`config.mk`:
```
export PLATFORM = sky130hd
export DESIGN_NAME = conv_frame_ctrl
export DESIGN_NICKNAME = d
export VERILOG_FILES = /design/src/rtl/conv_pkg.sv /design/src/rtl/conv_tag_pipe.sv /design/src/rtl/conv_frame_ctrl.sv
export SDC_FILE = /design/constraint.sdc
export NUM_CORES = 1
export LEC_CHECK = 0
export ABC_CLOCK_PERIOD_IN_PS = 2900
export CORE_MARGIN = 2
export CORE_UTILIZATION = 54
export CTS_BUF_LIST = sky130_fd_sc_hd__clkbuf_16
export CTS_CLUSTER_SIZE = 25
export DETAILED_ROUTE_END_ITERATION = 12
export PLACE_DENSITY = 0.83
export SYNTH_ARGS = -nofsm -noshare
export SYNTH_HDL_FRONTEND = slang
export SYNTH_SLANG_ARGS = --single-unit
```
`constraint.sdc`:
```
create_clock -name clk -period 2.9 [get_ports clk]
set_input_delay 0.58 -clock clk [delete_from_list [all_inputs] [get_ports clk]]
set_output_delay 0.58 -clock clk [all_outputs]
set_load 0.1 [all_outputs]
```
`src/rtl/conv_pkg.sv`:
```
// Shared types and defaults for the 3x3 convolution frame controller.
package conv_pkg;

    typedef enum logic [2:0] {
        IDLE  = 3'd0,
        CLEAR = 3'd1,
        RUN   = 3'd2,
        FLUSH = 3'd3,
        DONE  = 3'd4
    } state_t;

    localparam int DEF_KSIZE    = 3;
    localparam int DEF_PIPE_LAT = 3;

    // Number of fully-populated windows in one frame.
    function automatic int valid_out_count(input int row_size, input int num_rows, input int ksize);
        return (row_size - ksize + 1) * (num_rows - ksize + 1);
    endfunction

endpackage

```
`src/rtl/conv_tag_pipe.sv`:
```
// Window-valid / last-pixel tag pipeline that tracks the datapath latency,
// advancing only on enabled datapath beats.
module conv_tag_pipe
    import conv_pkg::*;
#(
    parameter int PIPE_LAT = DEF_PIPE_LAT
) (
    input  logic clk,
    input  logic rst,
    input  logic clr,
    input  logic en,
    input  logic vld_in,
    input  logic last_in,
    output logic vld_to_tail,
    output logic last_tail
);

    logic [PIPE_LAT-1:0] vld_sr;
    logic [PIPE_LAT-1:0] last_sr;
    logic [PIPE_LAT:0]   vld_chain;
    logic [PIPE_LAT:0]   last_chain;

    assign vld_chain   = {vld_sr, vld_in};
    assign last_chain  = {last_sr, last_in};
    // Bit that lands in the tail slot if this cycle is an enabled beat.
    assign vld_to_tail = vld_chain[PIPE_LAT-1];
    assign last_tail   = last_sr[PIPE_LAT-1];

    always_ff @(posedge clk or negedge rst) begin
        if (!rst) begin
            vld_sr  <= '0;
            last_sr <= '0;
        end else if (clr) begin
            vld_sr  <= '0;
            last_sr <= '0;
        end else if (en) begin
            vld_sr  <= vld_chain[PIPE_LAT-1:0];
            last_sr <= last_chain[PIPE_LAT-1:0];
        end
    end

endmodule

```
`src/rtl/conv_frame_ctrl.sv`:
```
// Frame sequencer for the 3x3 convolution datapath: raster intake, end-of-frame
// drain and window-valid tagging. Optional counters under CONV_CTRL_PERF_EN.
module conv_frame_ctrl
    import conv_pkg::*;
#(
    parameter int WORD_SIZE = 8,
    parameter int ROW_SIZE  = 540,
    parameter int NUM_ROWS  = 540,
    parameter int KSIZE     = DEF_KSIZE,
    parameter int PIPE_LAT  = DEF_PIPE_LAT
) (
    input  logic                 clk,
    input  logic                 rst,
    input  logic                 start,
    input  logic [WORD_SIZE-1:0] in_px,
    input  logic                 in_valid,
    output logic                 in_ready,
    output logic [WORD_SIZE-1:0] conv_px,
    output logic                 conv_en,
    output logic                 conv_clr,
    input  logic [WORD_SIZE-1:0] dp_px,
    output logic [WORD_SIZE-1:0] out_px,
    output logic                 out_valid,
    input  logic                 out_ready,
    output logic                 out_last,
    output logic                 busy,
    output logic                 frame_done
`ifdef CONV_CTRL_PERF_EN
    ,
    output logic [31:0]          stall_cnt,
    output logic [15:0]          frame_cnt
`endif
);

    localparam int CW = (ROW_SIZE > 1) ? $clog2(ROW_SIZE) : 1;
    localparam int RW = (NUM_ROWS > 1) ? $clog2(NUM_ROWS) : 1;
    localparam int FW = (PIPE_LAT > 1) ? $clog2(PIPE_LAT) : 1;

    localparam logic [CW-1:0] COL_LAST   = CW'(ROW_SIZE - 1);
    localparam logic [CW-1:0] COL_WIN    = CW'(KSIZE - 1);
    localparam logic [RW-1:0] ROW_LAST   = RW'(NUM_ROWS - 1);
    localparam logic [RW-1:0] ROW_WIN    = RW'(KSIZE - 1);
    localparam logic [FW-1:0] FLUSH_LAST = FW'(PIPE_LAT - 1);

    state_t        state;
    state_t        state_nxt;
    logic [CW-1:0] col;
    logic [RW-1:0] row;
    logic [FW-1:0] flush_cnt;
    logic          at_eof;
    logic          tag_vld;
    logic          tag_last;
    logic          vld_to_tail;
    logic          last_tail;

    assign at_eof   = (row == ROW_LAST) && (col == COL_LAST);
    assign tag_vld  = (state == RUN) && (row >= ROW_WIN) && (col >= COL_WIN);
    assign tag_last = (state == RUN) && at_eof;
    assign out_px   = dp_px;
    assign out_last = out_valid & last_tail;

    always_ff @(posedge clk or negedge rst) begin
        if (!rst) begin
            state <= IDLE;
        end else begin
            state <= state_nxt;
        end
    end

    always_comb begin
        state_nxt  = state;
        in_ready   = 1'b0;
        conv_en    = 1'b0;
        conv_px    = '0;
        conv_clr   = 1'b0;
        busy       = (state != IDLE);
        frame_done = 1'b0;
        case (state)
            IDLE: begin
                if (start) state_nxt = CLEAR;
            end
            CLEAR: begin
                conv_clr  = 1'b1;
                state_nxt = RUN;
            end
            RUN: begin
                // Hold the datapath while an unaccepted result sits at its output.
                in_ready = !out_valid || out_ready;
                conv_en  = in_valid && in_ready;
                conv_px  = in_px;
                if (conv_en && at_eof) state_nxt = FLUSH;
            end
            FLUSH: begin
                conv_en = !out_valid || out_ready;
                if (conv_en && (flush_cnt == FLUSH_LAST)) state_nxt = DONE;
            end
            DONE: begin
                frame_done = 1'b1;
                state_nxt  = IDLE;
            end
            default: state_nxt = IDLE;
        endcase
    end

    always_ff @(posedge clk or negedge rst) begin
        if (!rst) begin
            row       <= '0;
            col       <= '0;
            flush_cnt <= '0;
        end else if (state == CLEAR) begin
            row       <= '0;
            col       <= '0;
            flush_cnt <= '0;
        end else if ((state == RUN) && conv_en) begin
            if (col == COL_LAST) begin
                col <= '0;
                row <= (row == ROW_LAST) ? '0 : row + 1'b1;
            end else begin
                col <= col + 1'b1;
            end
        end else if ((state == FLUSH) && conv_en) begin
            flush_cnt <= flush_cnt + 1'b1;
        end
    end

    always_ff @(posedge clk or negedge rst) begin
        if (!rst) begin
            out_valid <= 1'b0;
        end else if (conv_en && vld_to_tail) begin
            out_valid <= 1'b1;
        end else if (out_valid && out_ready) begin
            out_valid <= 1'b0;
        end
    end

    conv_tag_pipe #(
        .PIPE_LAT (PIPE_LAT)
    ) u_tag_pipe (
        .clk         (clk),
        .rst         (rst),
        .clr         (conv_clr),
        .en          (conv_en),
        .vld_in      (tag_vld),
        .last_in     (tag_last),
        .vld_to_tail (vld_to_tail),
        .last_tail   (last_tail)
    );

`ifdef CONV_CTRL_PERF_EN
    always_ff @(posedge clk or negedge rst) begin
        if (!rst) begin
            stall_cnt <= '0;
            frame_cnt <= '0;
        end else begin
            if ((state == IDLE) && start) begin
                stall_cnt <= '0;
            end else if (((state == RUN) || (state == FLUSH)) && out_valid && !out_ready) begin
                stall_cnt <= stall_cnt + 32'd1;
            end
            if (state == DONE) frame_cnt <= frame_cnt + 16'd1;
        end
    end
`endif

endmodule

```
* Yosys cells after proc, flatten, opt, wreduce, memory -nomap -nowiden
Cells that the tools add are included.
** Storage, ports and cells
- Input bits :: 21
- Output and inout port bits :: 23
- Bits in registers :: 31
** Cells by class
- Muxes and demuxes :: 25
- Reduce and logical (&&, ||, !) cells :: 23
- Equality and inequality tests :: 11
- Bitwise operators :: 1
- Add/sub/neg operators :: 3
- Magnitude comparators :: 2
** Operators with widths (number)
- two-way mux 10 bit :: 7
- adder 10 x 1 -> 10 bit (second input constant) :: 2
- equality test 10 bit (second input constant) :: 2
- greater-or-equal comparator 10 x 2 -> 1 bit (second input constant) :: 2
- two-way mux 3 bit :: 5
- case mux 3 bit (4 select lines) :: 1
- logical AND 1 bit :: 11
- two-way mux 2 bit :: 5
- nonzero test 2 bit :: 5
- two-way mux 8 bit :: 1
- != test 2 bit (second input constant) :: 4
- equality test 3 x 2 -> 1 bit (second input constant) :: 2
- two-way mux 1 bit :: 5
- AND reduction 2 bit :: 2
- equality test 3 x 1 -> 1 bit (second input constant) :: 1
- equality test 3 bit (second input constant) :: 1
- logical NOT 3 bit :: 1
- AND reduction 3 bit :: 1
- nonzero test 3 bit :: 1
- adder 2 x 1 -> 2 bit (second input constant) :: 1
- equality test 2 bit (second input constant) :: 1
- case mux 1 bit (2 select lines) :: 1
- AND 1 bit :: 1
- logical NOT 1 bit :: 1
- logical OR 1 bit :: 1

* Logic depth before layout (Yosys ltp)
Gate-level depths: netlist of run 1.
- Word-level depth :: 8
- Mapped depth :: 7
- Mapped depth without buffers :: 5

* Modules after synthesis
A second synthesis of run 1 with hierarchy kept.
** Second synthesis, totals
- Cell total of the unflattened synthesis :: 210
- Area total of the unflattened synthesis :: 1924.3 µm²
** Modules (own cells, without submodules)
- conv_frame_ctrl :: times used 1, cells each 194, area each 1719.1 µm²
- conv_tag_pipe :: times used 1, cells each 16, area each 205.2 µm²

* Worst setup path before layout of run 1
No wires, ideal clock.
- Kind :: reg2out
- Start :: register out_valid
- End :: output conv_en
- Slack :: -0.780 ns
- Required time :: 2.320 ns
- Buffers on the path :: 0
- Stages on the path, launching flop included :: 3
- Arrival time :: 3.100 ns
- Path through :: dfrtp_1 > nor2b_1 > nor4b_2
** On the way
- Longest elaborated chain between the ends :: 4
** RTL lines
- start, declared :: line conv_frame_ctrl.sv:23 : output logic out_valid,
- start signal, assigned :: line conv_frame_ctrl.sv:128 : out_valid <= 1'b0;
- start signal, assigned :: line conv_frame_ctrl.sv:130 : out_valid <= 1'b1;
- start signal, assigned :: line conv_frame_ctrl.sv:132 : out_valid <= 1'b0;
- logical NOT 1 bit * :: line conv_frame_ctrl.sv:88, conv_frame_ctrl.sv:94
- logical OR 1 bit * :: line conv_frame_ctrl.sv:88, conv_frame_ctrl.sv:94
- logical AND 1 bit :: line conv_frame_ctrl.sv:89 : conv_en = in_valid && in_ready;
- case mux 1 bit (2 select lines) * :: line conv_frame_ctrl.sv:78 : case (state)
- end, declared :: line conv_frame_ctrl.sv:19 : output logic conv_en,
Every way passes the cells marked *; elsewhere a longest branch is shown, timed or not.

* Worst setup path in the final report of run 1
- Start :: input out_ready
- End :: output in_ready
** On the way
- Longest elaborated chain between the ends :: 2
** RTL lines
- start, declared :: line conv_frame_ctrl.sv:24 : input logic out_ready,
- logical OR 1 bit :: line conv_frame_ctrl.sv:88 : in_ready = !out_valid || out_ready;
- two-way mux 1 bit :: line conv_frame_ctrl.sv:78
- end, declared :: line conv_frame_ctrl.sv:17 : output logic in_ready,
No other way between the ends.

==> impl_metrics.tcl, run 1 <==
set metrics [dict create \
    outcome "finished clean" \
    final.setup.tns_ns 0 \
    syn_to_final_growth_pct 26.49 \
    drcViolationCount 0 \
    die_h_um 64.55 \
    r2r_end "row[1]" \
    clk_pin_slew_ns 0.05 \
    start_kind "primary input" \
    port-buffer-count 27 \
    crit_type "primary input to primary output" \
    relSlewSlack_pct 62.57 \
    synthesis.area_um2 1979 \
    initial_core_util_pct 57.95 \
    numCtsBuffers 5 \
    synth_top_cell_area_share_pct 39.19 \
    synth-edff-count 0 \
    grt_pass1_wl_um 8086 \
    totalWireLength_um 4603 \
    worstPathRequired_ns 2.32 \
    grt_pass1_vias 1688 \
    pwr_density_cell_nw_per_um2 1130 \
    core_um2 3416 \
    wl_per_cell_um 16.44 \
    globalRouteOverflowTotal 0 \
    min_from "u_tag_pipe.vld_sr[1]" \
    hold_viol 0 \
    cpPeakStageDelay_ns 0.49 \
    post-route-period-util_pct 83.30 \
    post_cts_buffers 0 \
    antenna_found_initial 0 \
    skew_ns 0.003586 \
    ys_seq_area_share_pct 39.19 \
    cap_violations 0 \
    synth.top_cells.by_count "31 x dfrtp_1, 17 x nand2_1, 13 x nand3_1, 13 x nor2_1, 11 x and2_1" \
    peakVddDrop_mv 0.6063 \
    ant_nets 0 \
    grt.total_usage_pct 24.89 \
    crit_chain "clkdlybuf4s50_1 -> nand2b_1 -> and2_1 -> buf_12" \
    dr.pass1.iters 4 \
    fmax_mhz 414.0 \
    drive_gt1_share_pct 17.09 \
    num_antenna_cells 0 \
    die_w_um 64.55 \
    grt_max_degree 32 \
    via_count 1743 \
    dp_hpwl_um 3207 \
    async_flop_share_pct 100.0 \
    report.final.slew_viol_count 0 \
    root_buffer "clkbuf_16" \
    fin_hold_ws_ns 0.5063 \
    worst_slew_pin_slew_ns 0.5615 \
    cts_buffer_depth 2 \
    critPathCaptureType "primary output" \
    syn_inst 213 \
    slowest_stage "clkdlybuf4s50_1" \
    synth_top_cell_by_area "dfrtp_1" \
    period_needed_ns 2.416 \
    path_buf_inv 2 \
    final_nets 259 \
    r2r_start "col[0]" \
    gp_congestion 0.7827 \
    clkLatencyLatePin_ns 0.28 \
    synth-seq-cells 31 \
    cts-resized-gates 0 \
    synthTopCellsByArea "dfrtp_1 39%, and2_1 3.5%, nand3_1 3.3%" \
    holdPathEnd "out_valid" \
    hold_depth 2 \
    syn_area_per_cell_um2 9.293 \
    first_iter_violations 117 \
    num_rows 21 \
    io_pins 44 \
    clock-sinks 31 \
    htreeDepth 2 \
    worst_path_dominant_cell_family "buffers and inverters" \
    r2r_setup_slack_ns 0.61 \
    rsz0062_at_grt "false" \
    arrival_ns 1.84 \
    cts_tree "done" \
    die_area_um2 4166 \
    min_path_type "flip-flop to flip-flop" \
    routed_via_density 6.225 \
    setup_viol 0 \
    synthMostInstantiatedCell "dfrtp_1" \
    p_leak_nw 1.123 \
    crit_fanout 9 \
    ys.flop_type "dfrtp_1" \
    r2r_cells 5 \
    synth_cell_types 52 \
    synth_warnings 0 \
    holdBufCountCts 0 \
    syn_nets 239 \
]
cells in the final DEF (no fill, tap or decap), types with 3 or more instances in the layout:
cell / n
dfrtp_1: 31
nand2_1: 17
nor2_1: 13
nand3_1: 13
clkdlybuf4s50_1: 12
and2_1: 11
buf_12: 11
buf_4: 9
nand4_1: 8
a21oi_1: 8
inv_1: 7
o21ai_0: 7
and3_1: 5
a221o_1: 5
or4_1: 5
ha_1: 5
clkbuf_16: 5
or3_1: 4
nor4_1: 4
o31ai_1: 4
nor3_1: 4
nand2b_1: 3
a22o_1: 3
mux2i_1: 3
sequential cells by signal, indices dropped and copies added, names as in the netlist:
signal	flops
out_valid	1
col	10
u_tag_pipe.vld_sr	2
state	3
flush_cnt	2
u_tag_pipe.last_sr	3
row	10
logic make-up after synthesis:
family | share of synthesized area, %
buf+inv | 7.269
mux | 2.086
fa+ha+maj | 3.161
flops | 39.19
simple gates | 29.90
compound gates | 17.95
xor+xnor | 0.4426
worst max path at each step:
stage	start	endpoint	slack, ns	cells after the start
5_1_grt	state[1]	conv_px[3]	0.38	4
4_1_cts	out_ready	in_ready	0.51	4
3_5_place_dp	out_ready	row[3]	0.41	5
2_1_floorplan	out_valid	conv_en	0.02	2
3_3_place_gp	out_ready	row[4]	0.47	5
6_report	out_ready	in_ready	0.48	4
report_power, final:
group / switching, mW / internal (mW) / total [mW]
sequential: 0.165 / 0.533 / 0.698
clock: 0.181 / 0.399 / 0.581
combinational: 0.995 / 0.557 / 1.55
total: 1.34 / 1.49 / 2.83
tightest hold or removal path, cell delays in order (launching register included):
cell and delay (ns):
dfrtp_1 0.34, nand2_1 0.06, nand2_1 0.06
through the flow:
step / total power, mW / cell area (um^2) / setup WS, ns / utilization, % / instances
floorplan: 1.791 / 1988 / 0.01979 / - / 213
global placement: 2.221 / 2340 / 0.4682 / 68.50 / 272
detailed placement: 2.248 / 2340 / 0.4060 / 68.50 / 272
CTS: 2.838 / 2504 / 0.5129 / 73.30 / 280
global route: 2.978 / 2504 / 0.3842 / 73.30 / 280
finish: 2.830 / 2504 / 0.4844 / 73.30 / 280
layout make-up:
class | count | area (um^2)
multi-input cells | 155 | 1069
inverters | 8 | 30.03
repair buffers | 32 | 407.9
clock inverters | 3 | 38.79
flip-flops and latches | 31 | 775.7
clock buffers | 5 | 125.1
well taps | 46 | 57.56
fillers | 242 | 912.1
layer usage:
layer  GRT usage [%]  part of all wire [%]
met2           39.71                    50
met3           6.076                   6.5
met1           33.26                    42
met4           8.245                   1.3
met5               0                     0
Note: power is estimated with default switching activity, not from simulation.
==> inputs of run 2 (changes only) <==
Settings changed: ABC_CLOCK_PERIOD_IN_PS 2900 to 2200, CORE_UTILIZATION 54 to 46, PLACE_DENSITY 0.83 to 0.75.
Clock period 2.9 ns to 2.2 ns, I/O delays scaled along.
==> run 2 against run 1 <==
- hold slack worse by 0.0061 ns
- design area is 5.5% higher
- clock skew hardly changed
- sequential power is 20% higher
- routed wire length is 0.63% higher
- largest power group unchanged
- highest routed layer unchanged
==> impl_metrics.tcl, run 2 (same netlist as run 1, synthesis figures left out) <==
set metrics [dict create \
    outcome "finished clean" \
    pwr_density_cell_nw_per_um2 1428 \
    die_area_um2 4843 \
    crit_path_end "in_ready" \
    htreeDepth 2 \
    grt_pass1_vias 1618 \
    start_kind "primary input" \
    grt.total_usage_pct 19.79 \
    critPathCaptureType "primary output" \
    final_cell_mix "30 x dfrtp_1, 22 x buf_4, 17 x nand2_1" \
    hold_viol 0 \
    p_total_mw 3.771 \
    rsz0062_at_grt "false" \
    fmax_mhz 470.7 \
    crit_chain "clkdlybuf4s50_1 -> nand2b_1 -> buf_4 -> and2_2 -> buf_12" \
    via_count 1776 \
    antenna_found_initial 0 \
    numCtsBuffers 5 \
    holdBufCountCts 0 \
    crit_fanout 6 \
    drcViolationCount 0 \
    wl_per_cell_um 15.49 \
    arrival_ns 1.68 \
    syn_to_final_growth_pct 33.44 \
    final_nets 274 \
    r2r_end "row[2]" \
    ant_nets 0 \
    critPathLaunch "out_ready" \
    worst_slew_pin_slew_ns 0.5747 \
    min_from "u_tag_pipe.vld_sr[1]" \
    worstPathRequired_ns 1.76 \
    relSlewSlack_pct 61.69 \
    r2r_cells 4 \
    r2r_start "col[5]" \
    final_common_cell "dfrtp_1" \
    routed_via_density 5.940 \
    peakVddDrop_mv 0.7421 \
    clock-sinks 31 \
    period_needed_ns 2.124 \
    timing.final.ws_setup_ns 0.07572 \
    post_cts_buffers 0 \
    r2r_setup_slack_ns 0.12 \
    cts-resized-gates 0 \
    grt_max_degree 32 \
    setup_viol 0 \
    core_um2 4058 \
    dp_hpwl_um 3292 \
    finalCoreUtilization_pct 65.09 \
    min_path_type "flip-flop to flip-flop" \
    clkLatencyLatePin_ns 0.28 \
    report.final.slew_viol_count 0 \
    dr.pass1.iters 4 \
    gp_congestion 0.8725 \
    largest_registers "col: 10 flops, row: 10 flops" \
    num_rows 23 \
    cts_tree "done" \
    first_iter_violations 108 \
    clk_pin_slew_ns 0.05 \
    post-route-period-util_pct 96.56 \
    io_pins 44 \
    totalWireLength_um 4632 \
    pre_cts_ws_ns -0.01513 \
    slowest_stage "clkdlybuf4s50_1" \
    cap_violations 0 \
    num_antenna_cells 0 \
    cpPeakStageDelay_ns 0.47 \
    drive_gt1_share_pct 25.70 \
    final.setup.tns_ns 0 \
    crit_type "primary input to primary output" \
    cts_buffer_depth 2 \
    grt_pass1_wl_um 7803 \
    die_w_um 69.60 \
    p_leak_nw 1.200 \
    root_buffer "clkbuf_16" \
    port-buffer-count 27 \
    initial_core_util_pct 48.78 \
    globalRouteOverflowTotal 0 \
    fin_hold_ws_ns 0.5002 \
    skew_ns 0.003600 \
    die_h_um 69.60 \
]
## run 2: how the worst min path moves through the flow
stage                                  to  slack, ns  cells past startpoint
floorplan                          col[0]       0.14                      0
global placement    u_tag_pipe.last_sr[0]       0.48                      2
detailed placement              out_valid       0.49                      2
CTS                             out_valid       0.51                      2
global route                    out_valid       0.53                      2
finish                          out_valid       0.50                      2
## run 2: worst max-delay path, delay by kind of cell
kind / cells / cell delay [ns]
buffers and inverters: 3 / 0.83
and+or+nand+nor: 2 / 0.40
## run 2: area by class of cell
type                    instances  area, um^2
fillers                       332        1416
multi-input cells             155        1087
inverters                       8       30.03
flip-flops and latches         31       779.5
clock buffers                   5       125.1
clock inverters                 3       11.26
well taps                      50       62.56
repair buffers                 47       545.5
## run 2: metrics by stage
step / cell area [um^2] / std cells
after detailed placement: 2505 / 291
after floorplan: 2011 / 213
after global routing: 2641 / 299
final: 2641 / 299
after CTS: 2641 / 299
after global placement: 2505 / 291
## run 2: per-layer routing
metal  vias to the layer above  track usage, %  wire (um)
met5                         -               0          0
met4                         0           4.575         48
met3                         6           4.360        192
met2                        34           30.98       2253
met1                       875           27.97       2137
li1                        861               -          -
## run 2: power by group
| part | switching, mW | internal [mW] |
|---|---|---|
| clock network | 0.235 | 0.406 |
| logic | 1.42 | 0.875 |
| registers | 0.127 | 0.708 |
